`src/rtl/ioctl_pkg.sv`:
```
// Shared types and helpers for the ioctl download/upload paths.
package ioctl_pkg;

  localparam int IOCTL_AW = 25;

  typedef enum logic [1:0] {IDLE, ISSUE, WAIT, LATCH} upl_state_t;

  // Byte k of a word, counted from the most significant lane.
  function automatic logic [7:0] lane_sel(input logic [31:0] word, input logic [1:0] k,
                                          input int dw);
    logic [31:0] s;
    s = word >> (dw - 8 - 8 * int'(k));
    return s[7:0];
  endfunction

endpackage

```
`src/rtl/ioctl_upload_reader_byte_lane_mux.sv`:
```
// Selects one byte lane of a RAM word and registers it as the host-facing data byte.
module byte_lane_mux
  import ioctl_pkg::*;
#(
  parameter int DW = 16
) (
  input  logic          clk_sys,
  input  logic          reset,
  input  logic          load,
  input  logic          force_ff,
  input  logic [DW-1:0] word,
  input  logic [1:0]    lane,
  output logic [7:0]    dout
);

  always_ff @(posedge clk_sys or posedge reset) begin
    if (reset) begin
      dout <= 8'hFF;
    end else if (load) begin
      dout <= force_ff ? 8'hFF : lane_sel(32'(word), lane, DW);
    end
  end

endmodule

```
`src/rtl/ioctl_upload_reader.sv`:
```
// Byte-wide readback of a dual-port RAM over the ioctl upload channel.
// Define UPLOAD_CACHE_EN to keep the last word read so sequential bytes avoid RAM accesses.
module ioctl_upload_reader
  import ioctl_pkg::*;
#(
  parameter int                  DW     = 16,
  parameter int                  AW     = 11,
  parameter logic [IOCTL_AW-1:0] BASE   = '0,
  parameter int                  RD_LAT = 1
) (
  input  logic                clk_sys,
  input  logic                reset,
  input  logic                ioctl_upload,
  input  logic                ioctl_rd,
  input  logic [IOCTL_AW-1:0] ioctl_addr,
  output logic [7:0]          ioctl_din,
  output logic                ioctl_wait,
  output logic [AW-1:0]       ram_addr,
  output logic                ram_rd,
  input  logic [DW-1:0]       ram_q,
  output logic                busy
);

  localparam int NB       = DW / 8;
  localparam int LG       = $clog2(NB);
  localparam int RAM_LAT  = RD_LAT - 1;  // cycles spent in WAIT

  upl_state_t          state, state_n;
  logic [1:0]          cnt, cnt_n;
  logic [IOCTL_AW-1:0] off, idx_full;
  logic [1:0]          lane_req, lane_q;
  logic                oor, req, hit;
  logic                mux_load, mux_ff, mux_src_ram;
  logic [DW-1:0]       mux_word;
  logic [1:0]          mux_lane;

  always_comb begin
    off      = ioctl_addr - BASE;
    idx_full = off >> LG;
    oor      = (ioctl_addr < BASE) || ((idx_full >> AW) != '0);
    lane_req = 2'(off & IOCTL_AW'(NB - 1));
    req      = ioctl_rd && ioctl_upload && (state == IDLE);
  end

`ifdef UPLOAD_CACHE_EN
  logic [DW-1:0] word_q;
  logic [AW-1:0] tag;
  logic          tag_v;
  logic          upload_q;

  assign hit      = tag_v && (tag == AW'(idx_full)) && !oor;
  assign mux_word = mux_src_ram ? ram_q : word_q;

  always_ff @(posedge clk_sys or posedge reset) begin
    if (reset) begin
      word_q   <= '0;
      tag      <= '0;
      tag_v    <= 1'b0;
      upload_q <= 1'b0;
    end else begin
      upload_q <= ioctl_upload;
      // Any cycle without an active session, or the first cycle of a new one, drops the tag.
      if (!ioctl_upload || !upload_q) begin
        tag_v <= 1'b0;
      end else if (mux_load && mux_src_ram) begin
        word_q <= ram_q;
        tag    <= ram_addr;
        tag_v  <= 1'b1;
      end
    end
  end
`else
  assign hit      = 1'b0;
  assign mux_word = ram_q;
`endif

  assign mux_lane = mux_src_ram ? lane_q : lane_req;
  assign busy     = (state != IDLE);

  always_comb begin
    state_n     = state;
    cnt_n       = cnt;
    mux_load    = 1'b0;
    mux_ff      = 1'b0;
    mux_src_ram = 1'b0;
    case (state)
      IDLE: begin
        if (req) begin
          if (oor) begin
            mux_load = 1'b1;
            mux_ff   = 1'b1;
          end else if (hit) begin
            mux_load = 1'b1;
          end else begin
            state_n = ISSUE;
          end
        end
      end
      ISSUE: begin
        if (RAM_LAT == 0) begin
          state_n = LATCH;
        end else begin
          state_n = WAIT;
          cnt_n   = 2'(RAM_LAT - 1);
        end
      end
      WAIT: begin
        if (cnt == 2'd0) state_n = LATCH;
        else             cnt_n   = cnt - 2'd1;
      end
      LATCH: begin
        mux_load    = 1'b1;
        mux_src_ram = 1'b1;
        state_n     = IDLE;
      end
      default: state_n = IDLE;
    endcase
    // Session abort wins over everything; the data byte keeps its last value.
    if (!ioctl_upload) begin
      state_n  = IDLE;
      mux_load = 1'b0;
    end
  end

  always_ff @(posedge clk_sys or posedge reset) begin
    if (reset) begin
      state      <= IDLE;
      cnt        <= '0;
      ram_rd     <= 1'b0;
      ram_addr   <= '0;
      lane_q     <= '0;
      ioctl_wait <= 1'b0;
    end else begin
      state      <= state_n;
      cnt        <= cnt_n;
      ram_rd     <= (state_n == ISSUE);
      ioctl_wait <= (state_n != IDLE);
      if (state == IDLE && state_n == ISSUE) begin
        ram_addr <= AW'(idx_full);
        lane_q   <= lane_req;
      end
    end
  end

  byte_lane_mux #(.DW(DW)) u_lane (
    .clk_sys (clk_sys),
    .reset   (reset),
    .load    (mux_load),
    .force_ff(mux_ff),
    .word    (mux_word),
    .lane    (mux_lane),
    .dout    (ioctl_din)
  );

endmodule

```
`config.mk`:
```
export PLATFORM = sky130hd
export DESIGN_NAME = ioctl_upload_reader
export DESIGN_NICKNAME = d
export VERILOG_FILES = /design/src/rtl/ioctl_pkg.sv /design/src/rtl/ioctl_upload_reader_byte_lane_mux.sv /design/src/rtl/ioctl_upload_reader.sv
export SDC_FILE = /design/constraint.sdc
export NUM_CORES = 1
export LEC_CHECK = 0
export ABC_CLOCK_PERIOD_IN_PS = 2200
export CORE_ASPECT_RATIO = 0.7
export CORE_MARGIN = 1
export CORE_UTILIZATION = 35
export DETAILED_ROUTE_END_ITERATION = 12
export MAX_ROUTING_LAYER = met4
export PLACE_DENSITY = 0.73
export REMOVE_ABC_BUFFERS = 1
export SYNTH_ARGS = -nofsm -noshare
export SYNTH_HDL_FRONTEND = slang
export SYNTH_SLANG_ARGS = --single-unit
```
`constraint.sdc`:
```
create_clock -name clk_sys -period 2.2 [get_ports clk_sys]
set_clock_uncertainty 0.1 [all_clocks]
set_input_delay 0.55 -clock clk_sys [delete_from_list [all_inputs] [get_ports clk_sys]]
set_output_delay 0.55 -clock clk_sys [all_outputs]
set_load 0.1 [all_outputs]
```
==> results by group <==
Status
  • Status: finished clean

Global routing
  • Largest net degree at the start of global routing: 27
  • First-pass GRT wire length: 5390 um
  • Vias in the first global route: 1,218
  • Initial antenna violation count: 0
  • Gr ovfl total: 0
  • GRT Total Usage: 19.4%

Die
  • Initial Util: 36.8%
  • Row cnt: 18
  • Die width: 75.1 um
  • Die Area: 0.00399 mm2
  • I/O pin cnt: 67
  • Core area: 0.00356 mm2
  • Die height: 53.2 um

STA
  • Clock period minus worst slack: 2.15 ns
  • Worst slew pin tran: 0.502 ns
  • RSZ-0062 raised after global routing: no
  • Final worst path period share: 97.6%
  • Fmax: 466 MHz
  • Final setup vio count: 0
  • Max transition margin: 66.5%
  • Final hold vios: 0
  • Final count of pins violating max slew: 0

Place
  • DP Area: 0.00213 mm2
  • HPWL Detailed: 2510 um
  • I/O Buffers: 66
  • Routability congestion estimate: 0.822
  • Placed cells: 226

Worst setup path
  • Crit path max-delay family: simple AND/OR/NAND/NOR gates
  • Startpoint types: input pin
  • CP Buf/Inv Count: 2
  • Worst-path cell chain: clkdlybuf4s50_1, nor4_1, and4_4, a41oi_4, buf_12, mux2_4
  • Worst Path Required: 2.26 ns
  • R2r worst-path depth: 8
  • Critical path's slowest cell: clkdlybuf4s50_1
  • Crit Reg-Reg Endpoint: ram_addr[9]$_DFFE_PP0P_
  • CP max FO: 12
  • Critical Path AT: 2.21 ns
  • Critical path endpoint category: flip-flop
  • Critical path class: input pin to flip-flop
  • Reg2reg start: state[0]$_DFF_PP0_
  • R2R setup slack: 0.12 ns
  • Max stage delay on crit path: 0.42 ns

Clock tree
  • Worst-skew pair later-pin latency: 0.27 ns
  • Worst-path clk slew: 0.09 ns
  • CTS tree: built
  • CTS Buf Count: 3
  • Max clock buf depth: 2
  • H-tree depth: 1
  • Clk sinks: 26
  • Root Buffer: clkbuf_8

Routing
  • Via/cell ratio: 4.79
  • DRT antenna net count: 0
  • DRT Wirelength: 3170 um
  • DR WL/cell: 13.7 um
  • Via count of the routed design: 1,106
  • DRT iter0 DRCs: 45
  • Drt pass-1 iters: 4
  • Residual DRC: 0

Synthesis
  • Syn_area_per_cell: 12.2 um2
  • Sequential area share after synthesis: 50.5%
  • Post-Syn Area: 0.00131 mm2
  • Post-synth EDFFs: 0
  • Synth cell count leaders: dfrtp_1 (18), nand2_1 (14), mux2_4 (10)
  • Area contributors post-synth: dfrtp_1 (34%), dfstp_2 (16%), mux2_4 (11%)
  • Post-synth top flop: dfrtp_1
  • Synth warn: 0
  • Synth Instances: 107
  • Post-synthesis async set-or-reset flop share: 100%
  • Cell taking the most area after synthesis: dfrtp_1
  • Cell variety after synth: 27
  • Synthesized flop and latch total: 26
  • Most common cell in the synthesized netlist: dfrtp_1
  • Synth top area share: 34.4%

Cells and area
  • Synthesis-to-finish area growth: 69.7%
  • Design area: 0.00222 mm2
  • Fin cells: 231
  • # diodes: 0
  • Share of layout cells above drive strength 1: 31.5%
  • Nets@finish: 233

Hold path
  • Hold path start: cnt[0]$_DFFE_PP0P_
  • Worst hold path type: flip-flop to flip-flop
  • Hold path depth: 1
  • Worst Hold Endpoint: cnt[0]$_DFFE_PP0P_

Power and ir drop
  • Power Density: 1690 mW/mm2
  • P_leak: 0.00104 uW
  • Peak supply drop: 1.38 mV

Run
  • Max-cap violation count: 0
kinds of logic (layout without fill, tap and decap cells):
group | count (synthesis) | in the layout | share of synthesized area (%)
flops | 26 | 26 | 50.5
fa+ha+maj | 6 | 6 | 5.74
mux | 20 | 20 | 19.3
compound gates | 15 | 15 | 9.56
buf+inv | 9 | 83 | 3.15
xor+xnor | 1 | 1 | 0.669
simple gates | 30 | 30 | 11.1
power breakdown:
group / leakage [uW] / switching [uW] / internal, uW
registers: 0.000310 / 162 / 686
clock network: 0.0000357 / 146 / 243
logic: 0.000697 / 1650 / 866
placed cells by master (no fill, tap or decap), types with 2 or more instances in the layout:
| master | n |
|---|---|
| o21ai_0 | 3 |
| o211ai_1 | 8 |
| clkdlybuf4s50_1 | 44 |
| clkbuf_8 | 3 |
| nand3b_1 | 2 |
| dfstp_2 | 8 |
| dfrtp_1 | 18 |
| and2_1 | 2 |
| ha_1 | 5 |
| nand2_1 | 14 |
| nor4_1 | 2 |
| mux2_4 | 10 |
| nor2_1 | 5 |
| mux2_2 | 2 |
| buf_4 | 19 |
| mux2i_1 | 8 |
| buf_12 | 10 |
| inv_1 | 5 |
metrics by stage:
stage	setup slack (ns)	TNS, ns	hold WS [ns]	total power (uW)	utilization [%]
floorplan	0.0709	0	0.346	2630	-
global placement	-0.143	-1.78	0.361	3290	59.8
detailed placement	-0.262	-3.98	0.371	3330	59.8
CTS	0.0322	0	0.396	3740	62.0
global route	0.00418	0	0.419	3930	62.4
finish	0.0534	0	0.391	3760	62.4
what timing repair did:
action,4_1_cts,5_1_grt
hold buffers,0,0
resized for setup,0,3
buffers inserted,1,0
endpoints found under the setup margin,4,12
endpoints found under the hold margin,0,0
cell type report:
| type | count | area [um2] |
|---|---|---|
| Fill cell | 304 | 1340 |
| Timing Repair Buffer | 73 | 783 |
| Sequential cell | 26 | 661 |
| Multi-Input combinational cell | 72 | 621 |
| Tap cell | 50 | 62.6 |
| Clock buffer | 3 | 41.3 |
| Clock inverter | 1 | 30.0 |
| Inverter | 6 | 22.5 |
state kept, by name (all words and copies together) (netlist names):
register,count
ioctl_wait,1
u_lane.dout,8
ram_addr,11
state,2
cnt,2
ram_rd,1
lane_q,1
worst max path at each step:
stage / startpoint / endpoint / slack [ns] / cells past startpoint
2_1_floorplan: state[0]$_DFF_PP0_ / ram_addr[8]$_DFFE_PP0P_ / 0.07 / 6
4_1_cts: ioctl_addr[13] / ram_addr[0]$_DFFE_PP0P_ / 0.03 / 6
5_1_grt: ioctl_addr[13] / ram_addr[2]$_DFFE_PP0P_ / 0.004 / 6
3_3_place_gp: ioctl_addr[13] / ram_addr[7]$_DFFE_PP0P_ / -0.14 / 6
6_report: ioctl_addr[13] / ram_addr[1]$_DFFE_PP0P_ / 0.05 / 6
3_5_place_dp: ioctl_addr[13] / ram_addr[10]$_DFFE_PP0P_ / -0.26 / 6
routing by layer:
metal / GRT usage [%] / up-vias / part of all wire [%]
met2: 34.7 / 49 / 51
met5: - / - / 0
met3: 4.95 / 8 / 6.2
met1: 21.1 / 525 / 41
li1: - / 524 / -
met4: 6.92 / 0 / 1.5
Note: power is estimated with default switching activity, not from simulation.
